[src/rtl/serial_mac_pkg.sv]
// Shared types and default widths for the serial multiply-accumulate unit.
package serial_mac_pkg;

    typedef enum logic [2:0] {
        IDLE,
        LOAD,
        MUL,
        ACC,
        SHOUT,
        DONE
    } mac_state_e;

    localparam int DEF_OP_W  = 8;
    localparam int DEF_ACC_W = 2 * DEF_OP_W + 4;

endpackage

[src/rtl/shift_add_mult.sv]
// Unsigned shift-add multiplier: operands load on go, then OP_W add/shift steps
// produce the exact 2*OP_W-bit product; ready stays high until the next go.
module shift_add_mult #(
    parameter int OP_W = 8
) (
    input  logic                clock,
    input  logic                reset_n,
    input  logic                go,
    input  logic [OP_W-1:0]     op_a,
    input  logic [OP_W-1:0]     op_b,
    output logic [2*OP_W-1:0]   product,
    output logic                ready
);

    localparam int CNT_W = $clog2(OP_W + 1);
    localparam logic [CNT_W-1:0] STEPS   = CNT_W'(OP_W);
    localparam logic [CNT_W-1:0] CNT_ONE = CNT_W'(1);

    logic [2*OP_W-1:0] mcand_q, mcand_d;
    logic [OP_W-1:0]   mplier_q, mplier_d;
    logic [2*OP_W-1:0] prod_q, prod_d;
    logic [CNT_W-1:0]  cnt_q, cnt_d;
    logic              run_q, run_d;
    logic              ready_q, ready_d;

    always_comb begin
        mcand_d  = mcand_q;
        mplier_d = mplier_q;
        prod_d   = prod_q;
        cnt_d    = cnt_q;
        run_d    = run_q;
        ready_d  = ready_q;
        if (go) begin
            mcand_d  = (2*OP_W)'(op_a);
            mplier_d = op_b;
            prod_d   = '0;
            cnt_d    = STEPS;
            run_d    = 1'b1;
            ready_d  = 1'b0;
        end else if (run_q) begin
            if (mplier_q[0]) begin
                prod_d = prod_q + mcand_q;
            end
            mcand_d  = mcand_q << 1;
            mplier_d = mplier_q >> 1;
            cnt_d    = cnt_q - CNT_ONE;
            if (cnt_q == CNT_ONE) begin
                run_d   = 1'b0;
                ready_d = 1'b1;
            end
        end
    end

    always_ff @(posedge clock or negedge reset_n) begin
        if (!reset_n) begin
            mcand_q  <= '0;
            mplier_q <= '0;
            prod_q   <= '0;
            cnt_q    <= '0;
            run_q    <= 1'b0;
            ready_q  <= 1'b0;
        end else begin
            mcand_q  <= mcand_d;
            mplier_q <= mplier_d;
            prod_q   <= prod_d;
            cnt_q    <= cnt_d;
            run_q    <= run_d;
            ready_q  <= ready_d;
        end
    end

    assign product = prod_q;
    assign ready   = ready_q;

endmodule

[src/rtl/serial_mac_unit.sv]
// Bit-serial multiply-accumulate: shifts in A/B LSB first, multiplies, folds the
// product into the accumulator, then streams the accumulator out LSB first.
module serial_mac_unit
    import serial_mac_pkg::*;
#(
    parameter int OP_W  = DEF_OP_W,
    parameter int ACC_W = 2 * OP_W + 4
) (
    input  logic clock,
    input  logic reset_n,
    input  logic start,
    input  logic acc_en,
    input  logic clear_acc,
    input  logic a_bit,
    input  logic b_bit,
    output logic busy,
    output logic out_bit,
    output logic out_valid,
    output logic done,
    output logic carry_out
);

    localparam int CNT_W = $clog2(ACC_W + 1);
    localparam logic [CNT_W-1:0] CNT_ONE  = CNT_W'(1);
    localparam logic [CNT_W-1:0] OP_LAST  = CNT_W'(OP_W - 1);
    localparam logic [CNT_W-1:0] ACC_LAST = CNT_W'(ACC_W - 1);

    mac_state_e        state_q, state_d;
    logic [CNT_W-1:0]  cnt_q, cnt_d;
    logic [OP_W-1:0]   a_q, a_d;
    logic [OP_W-1:0]   b_q, b_d;
    logic [ACC_W-1:0]  acc_q, acc_d;
    logic              carry_q, carry_d;
    logic              acc_en_q, acc_en_d;
    logic              busy_q, busy_d;
    logic              out_bit_q, out_bit_d;
    logic              out_valid_q, out_valid_d;
    logic              done_q, done_d;

    logic              mult_go;
    logic              mult_ready;
    logic [2*OP_W-1:0] mult_product;
    logic [ACC_W-1:0]  prod_ext;
    logic [ACC_W:0]    sum;

    // The last LOAD edge hands the fully assembled operands straight to the multiplier.
    assign mult_go  = (state_q == LOAD) && (cnt_q == OP_LAST);
    assign prod_ext = ACC_W'(mult_product);
    assign sum      = {1'b0, acc_q} + {1'b0, prod_ext};

    shift_add_mult #(
        .OP_W(OP_W)
    ) u_mult (
        .clock   (clock),
        .reset_n (reset_n),
        .go      (mult_go),
        .op_a    (a_d),
        .op_b    (b_d),
        .product (mult_product),
        .ready   (mult_ready)
    );

    always_comb begin
        state_d     = state_q;
        cnt_d       = cnt_q;
        a_d         = a_q;
        b_d         = b_q;
        acc_d       = acc_q;
        carry_d     = carry_q;
        acc_en_d    = acc_en_q;
        out_bit_d   = 1'b0;
        out_valid_d = 1'b0;
        done_d      = 1'b0;
        case (state_q)
            IDLE: begin
                if (clear_acc) begin
                    acc_d   = '0;
                    carry_d = 1'b0;
                end
                if (start) begin
                    state_d  = LOAD;
                    acc_en_d = acc_en;
                    cnt_d    = '0;
                end
            end
            LOAD: begin
                a_d   = {a_bit, a_q[OP_W-1:1]};
                b_d   = {b_bit, b_q[OP_W-1:1]};
                cnt_d = cnt_q + CNT_ONE;
                if (cnt_q == OP_LAST) begin
                    state_d = MUL;
                    cnt_d   = '0;
                end
            end
            MUL: begin
                cnt_d = cnt_q + CNT_ONE;
                if (cnt_q == OP_LAST) begin
                    state_d = ACC;
                    cnt_d   = '0;
                end
            end
            ACC: begin
                if (mult_ready) begin
                    acc_d = acc_en_q ? sum[ACC_W-1:0] : prod_ext;
                    if (acc_en_q && sum[ACC_W]) begin
                        carry_d = 1'b1;
                    end
                    state_d = SHOUT;
                end
            end
            SHOUT: begin
                // Rotating rather than shifting leaves the accumulator intact after readout.
                out_valid_d = 1'b1;
                out_bit_d   = acc_q[0];
                acc_d       = {acc_q[0], acc_q[ACC_W-1:1]};
                cnt_d       = cnt_q + CNT_ONE;
                if (cnt_q == ACC_LAST) begin
                    state_d = DONE;
                    cnt_d   = '0;
                end
            end
            DONE: begin
                done_d  = 1'b1;
                state_d = IDLE;
            end
            default: begin
                state_d = IDLE;
            end
        endcase
        busy_d = (state_d != IDLE);
    end

    always_ff @(posedge clock or negedge reset_n) begin
        if (!reset_n) begin
            state_q     <= IDLE;
            cnt_q       <= '0;
            a_q         <= '0;
            b_q         <= '0;
            acc_q       <= '0;
            carry_q     <= 1'b0;
            acc_en_q    <= 1'b0;
            busy_q      <= 1'b0;
            out_bit_q   <= 1'b0;
            out_valid_q <= 1'b0;
            done_q      <= 1'b0;
        end else begin
            state_q     <= state_d;
            cnt_q       <= cnt_d;
            a_q         <= a_d;
            b_q         <= b_d;
            acc_q       <= acc_d;
            carry_q     <= carry_d;
            acc_en_q    <= acc_en_d;
            busy_q      <= busy_d;
            out_bit_q   <= out_bit_d;
            out_valid_q <= out_valid_d;
            done_q      <= done_d;
        end
    end

    assign busy      = busy_q;
    assign out_bit   = out_bit_q;
    assign out_valid = out_valid_q;
    assign done      = done_q;
    assign carry_out = carry_q;

endmodule
[config.mk]
export PLATFORM = sky130hd
export DESIGN_NAME = serial_mac_unit
export DESIGN_NICKNAME = d
export VERILOG_FILES = /design/src/rtl/serial_mac_pkg.sv /design/src/rtl/shift_add_mult.sv /design/src/rtl/serial_mac_unit.sv
export SDC_FILE = /design/constraint.sdc
export NUM_CORES = 1
export LEC_CHECK = 0
export CAP_MARGIN = 20
export CORE_MARGIN = 4
export CORE_UTILIZATION = 50
export CTS_CLUSTER_DIAMETER = 40
export CTS_CLUSTER_SIZE = 24
export DETAILED_ROUTE_END_ITERATION = 12
export PLACE_DENSITY = 0.78
export SKIP_CTS_REPAIR_TIMING = 1
export SYNTH_ARGS = -nofsm -noshare
export SYNTH_HDL_FRONTEND = slang
export SYNTH_SLANG_ARGS = --single-unit
[constraint.sdc]
create_clock -name clock -period 3.4 [get_ports clock]
set_input_delay 0.68 -clock clock [delete_from_list [all_inputs] [get_ports clock]]
set_output_delay 0.68 -clock clock [all_outputs]
set_load 0.005 [all_outputs]
==> impl_metrics.py <==
metrics = {
    "run_status": {
        "run_status": "complete, no violations",
    },
    "yosys": {
        "synth_top_cell_by_area": "dfrtp_1",
        "yosys-top-cells-count": "dfrtp_1 (94), nand2_1 (84), nor2_1 (56), a21oi_1 (53), o21ai_0 (39)",
        "yosys.cell_count.top_type": "dfrtp_1",
        "yosysUniqueCellTypes": 67,
        "syn_inst": 622,
        "synth_enable_flop_cells": 0,
        "ys_top_cells_by_area": "dfrtp_1 (41%), ha_1 (7.4%), mux2i_1 (5.5%)",
        "syn_nets": 665,
        "synth_top_area_frac": 0.407,
        "synth_ff_type": "dfrtp_1",
        "yosysSeqAreaShare": 0.407,
        "yosys_warnings": 0,
        "async_flop_share": 1.00,
        "synth-seq-cells": 94,
        "syn_area_per_cell_um2": 9.29,
        "syn_area_um2": 5780,
    },
    "finish": {
        "finish.utilization": 0.568,
        "final_nets": 664,
        "diodes": 0,
        "syn_to_final_growth_pct": 8.86,
        "nFillCells": 937,
        "drive_above_1_share": 0.0847,
        "seq_area_um2": 2350,
        "multiInputGateArea_um2": 3240,
    },
    "clock_network": {
        "clk_pin_slew_worst_paths_ps": 70,
        "clockBufferDepth": 2,
        "clock_sinks": 94,
        "clk_latency_ps": 360,
        "tritoncts": "built",
        "cts_buffers": 9,
        "h-tree-depth": 3,
        "root_buffer": "clkbuf_16",
    },
    "place": {
        "pre_cts_ws_ps": 789,
        "dp_hpwl_um": 8810,
        "gp_congestion": 0.982,
        "io_buffer_count": 11,
    },
    "routing": {
        "drc": 0,
        "drtAntennaViolNets": 0,
        "wl_per_cell_um": 16.3,
        "via_per_inst": 6.03,
        "dr.pass1.iters": 5,
        "vias": 4618,
        "dr.first_iter.drc_count": 504,
        "routed_wl_um": 12500,
    },
    "floorplanning": {
        "fp.dieW_um": 115,
        "start_util": 0.521,
        "dieHeight_um": 115,
        "dieArea_um2": 13300,
        "io_pins": 12,
        "rows": 38,
        "coreArea_um2": 11100,
    },
    "timing": {
        "tightest_slew_ps": 1010,
        "setup_viol_count_final": 0,
        "max_freq_mhz": 382,
        "min_period_ps": 2620,
        "setup_ws_ps": 779,
        "hold_viol_final": 0,
        "setup_tns_ps": 0,
        "clock-skew-final_ps": 10.6,
        "rsz0062_at_grt": "no",
        "finalCritPeriodShare": 0.771,
        "whs_ps": 347,
        "slew_violations": 0,
        "max_slew_margin": 0.326,
    },
    "global_routing": {
        "grt_max_degree": 49,
        "track_usage": 0.200,
        "first_global_vias": 4492,
        "antenna_found_initial": 0,
        "overflow": 0,
        "grt_pass1_wl_um": 21300,
    },
    "power_and_ir_drop": {
        "ir_drop_uv": 624,
        "swShare": 0.415,
        "power_leakage_nw": 2.83,
        "combPwrFrac": 0.446,
        "p_total_w": 0.00545,
        "p_sw_w": 0.00226,
        "intPower_w": 0.00319,
        "power_density_nw_per_um2": 867,
        "clock_power_share": 0.193,
        "pwr-share-seq": 0.361,
    },
    "min_path": {
        "hp-class": "input pin to async pin",
    },
    "flow_run": {
        "drv_cap": 0,
    },
    "critical_path": {
        "cp_cell_sequence": "ha_1, inv_1, fa_1, nand2b_1, a21oi_2, nor3_1, or3_1, a41oi_2, a31oi_1, a41o_1",
        "critPathBufInv": 1,
        "crit_path_top_delay_cell": "or3_1",
        "rr_startpoint": "u_mult.product[0]",
        "cp_data_required_time_ps": 3650,
        "r2r_end": "carry_out",
        "start_kind": "flip-flop",
        "crit_fanout": 5,
        "r2r_cells": 10,
        "slowest_delay_ps": 430,
        "critPathCaptureType": "flip-flop",
        "reg2reg_slack_ps": 780,
        "critPathTopFamily": "compound AO/OA/AOI/OAI gates",
        "critical_path_class": "flip-flop to flip-flop",
        "arrival_ps": 2870,
    },
}
[through the flow]
step | instance area (um2) | cells
after floorplan | 5780 | 622
after global placement | 5980 | 750
after detailed placement | 5980 | 750
after CTS | 6290 | 766
after global routing | 6290 | 766
final | 6290 | 766
[worst max-delay path by stage]
stage                            from  slack, ps                 end  cells past startpoint
global route        u_mult.product[0]        590  u_mult.product[10]                     10
floorplan           u_mult.product[0]       1020           carry_out                     10
global placement    u_mult.product[0]        850           carry_out                     10
detailed placement  u_mult.product[0]        790           carry_out                     10
CTS                 u_mult.product[0]        780           carry_out                     10
finish              u_mult.product[0]        780           carry_out                     10
[routing by layer]
layer | up-vias | GRT usage | wire (um)
li1 | 2247 | - | -
met3 | 21 | 0.0527 | 576
met5 | - | 0 | 0
met2 | 112 | 0.319 | 5930
met1 | 2238 | 0.269 | 5760
met4 | 0 | 0.0626 | 185
[power by group through the flow]
stage	clock network (W)	registers, W	logic (W)
after floorplan	0	0.00177	0.00204
after global placement	0	0.00195	0.00228
after detailed placement	0	0.00198	0.00239
after CTS	0.00108	0.00196	0.00242
after global routing	0.00112	0.00203	0.00274
final	0.00105	0.00197	0.00243
[worst reg2reg max path, stage by stage, from the launching register on]
cell	delay (ps)
dfrtp_1	390
ha_1	180
inv_1	50
fa_1	390
nand2b_1	200
a21oi_2	170
nor3_1	100
or3_1	430
a41oi_2	250
a31oi_1	130
a41o_1	210
[flip-flops by register name, indices dropped and copies added, names as in the netlist, 3 cells and up]
signal / flops
acc_q: 20
u_mult.mcand_q: 16
u_mult.product: 16
u_mult.mplier_q: 8
a_q: 7
b_q: 7
cnt_q: 5
u_mult.cnt_q: 4
state_q: 3
[cell families (layout without fill, tap and decap cells)]
kind of cell,Yosys count,count (layout),synth area share
AO/OA/AOI/OAI,166,166,0.186
buffers and inverters,43,47,0.0314
adder cells (fa/ha/maj),36,36,0.0806
XOR/XNOR,26,26,0.0394
flip-flops,94,94,0.407
AND/OR/NAND/NOR,208,208,0.167
multiplexers,49,49,0.0886
[cell usage in the layout, fill, tap and decap left out, types with 3 or more instances in the layout]
master            n
a21o_1            9
a21oi_1          53
a221oi_1          6
a222oi_1          4
a22oi_1           3
a31oi_1          10
a41oi_1           3
and2_1            7
and3_1            3
and4_1            3
buf_4             9
clkbuf_16         9
clkdlybuf4s50_1  10
dfrtp_1          94
ha_1             34
inv_1            12
inv_6             3
mux2_2           17
mux2i_1          32
nand2_1          84
nand2b_1          7
nand3_1          12
nand3b_1          4
nand4_1           4
nor2_1           56
nor2b_1           3
nor3_1           10
nor4_1            3
o211ai_1          4
o21a_1            5
o21ai_0          39
o21ai_1           3
xnor2_1          14
xor2_1           12
[cell type report]
class                      count  area share
sequential                    94       0.374
timing repair buffer          19      0.0267
clock inverter                 6      0.0121
inverter                      12     0.00716
multi-input combinational    485       0.516
clock buffer                  10      0.0364
tap                          140      0.0279
Power figures use the tool's default switching activity.
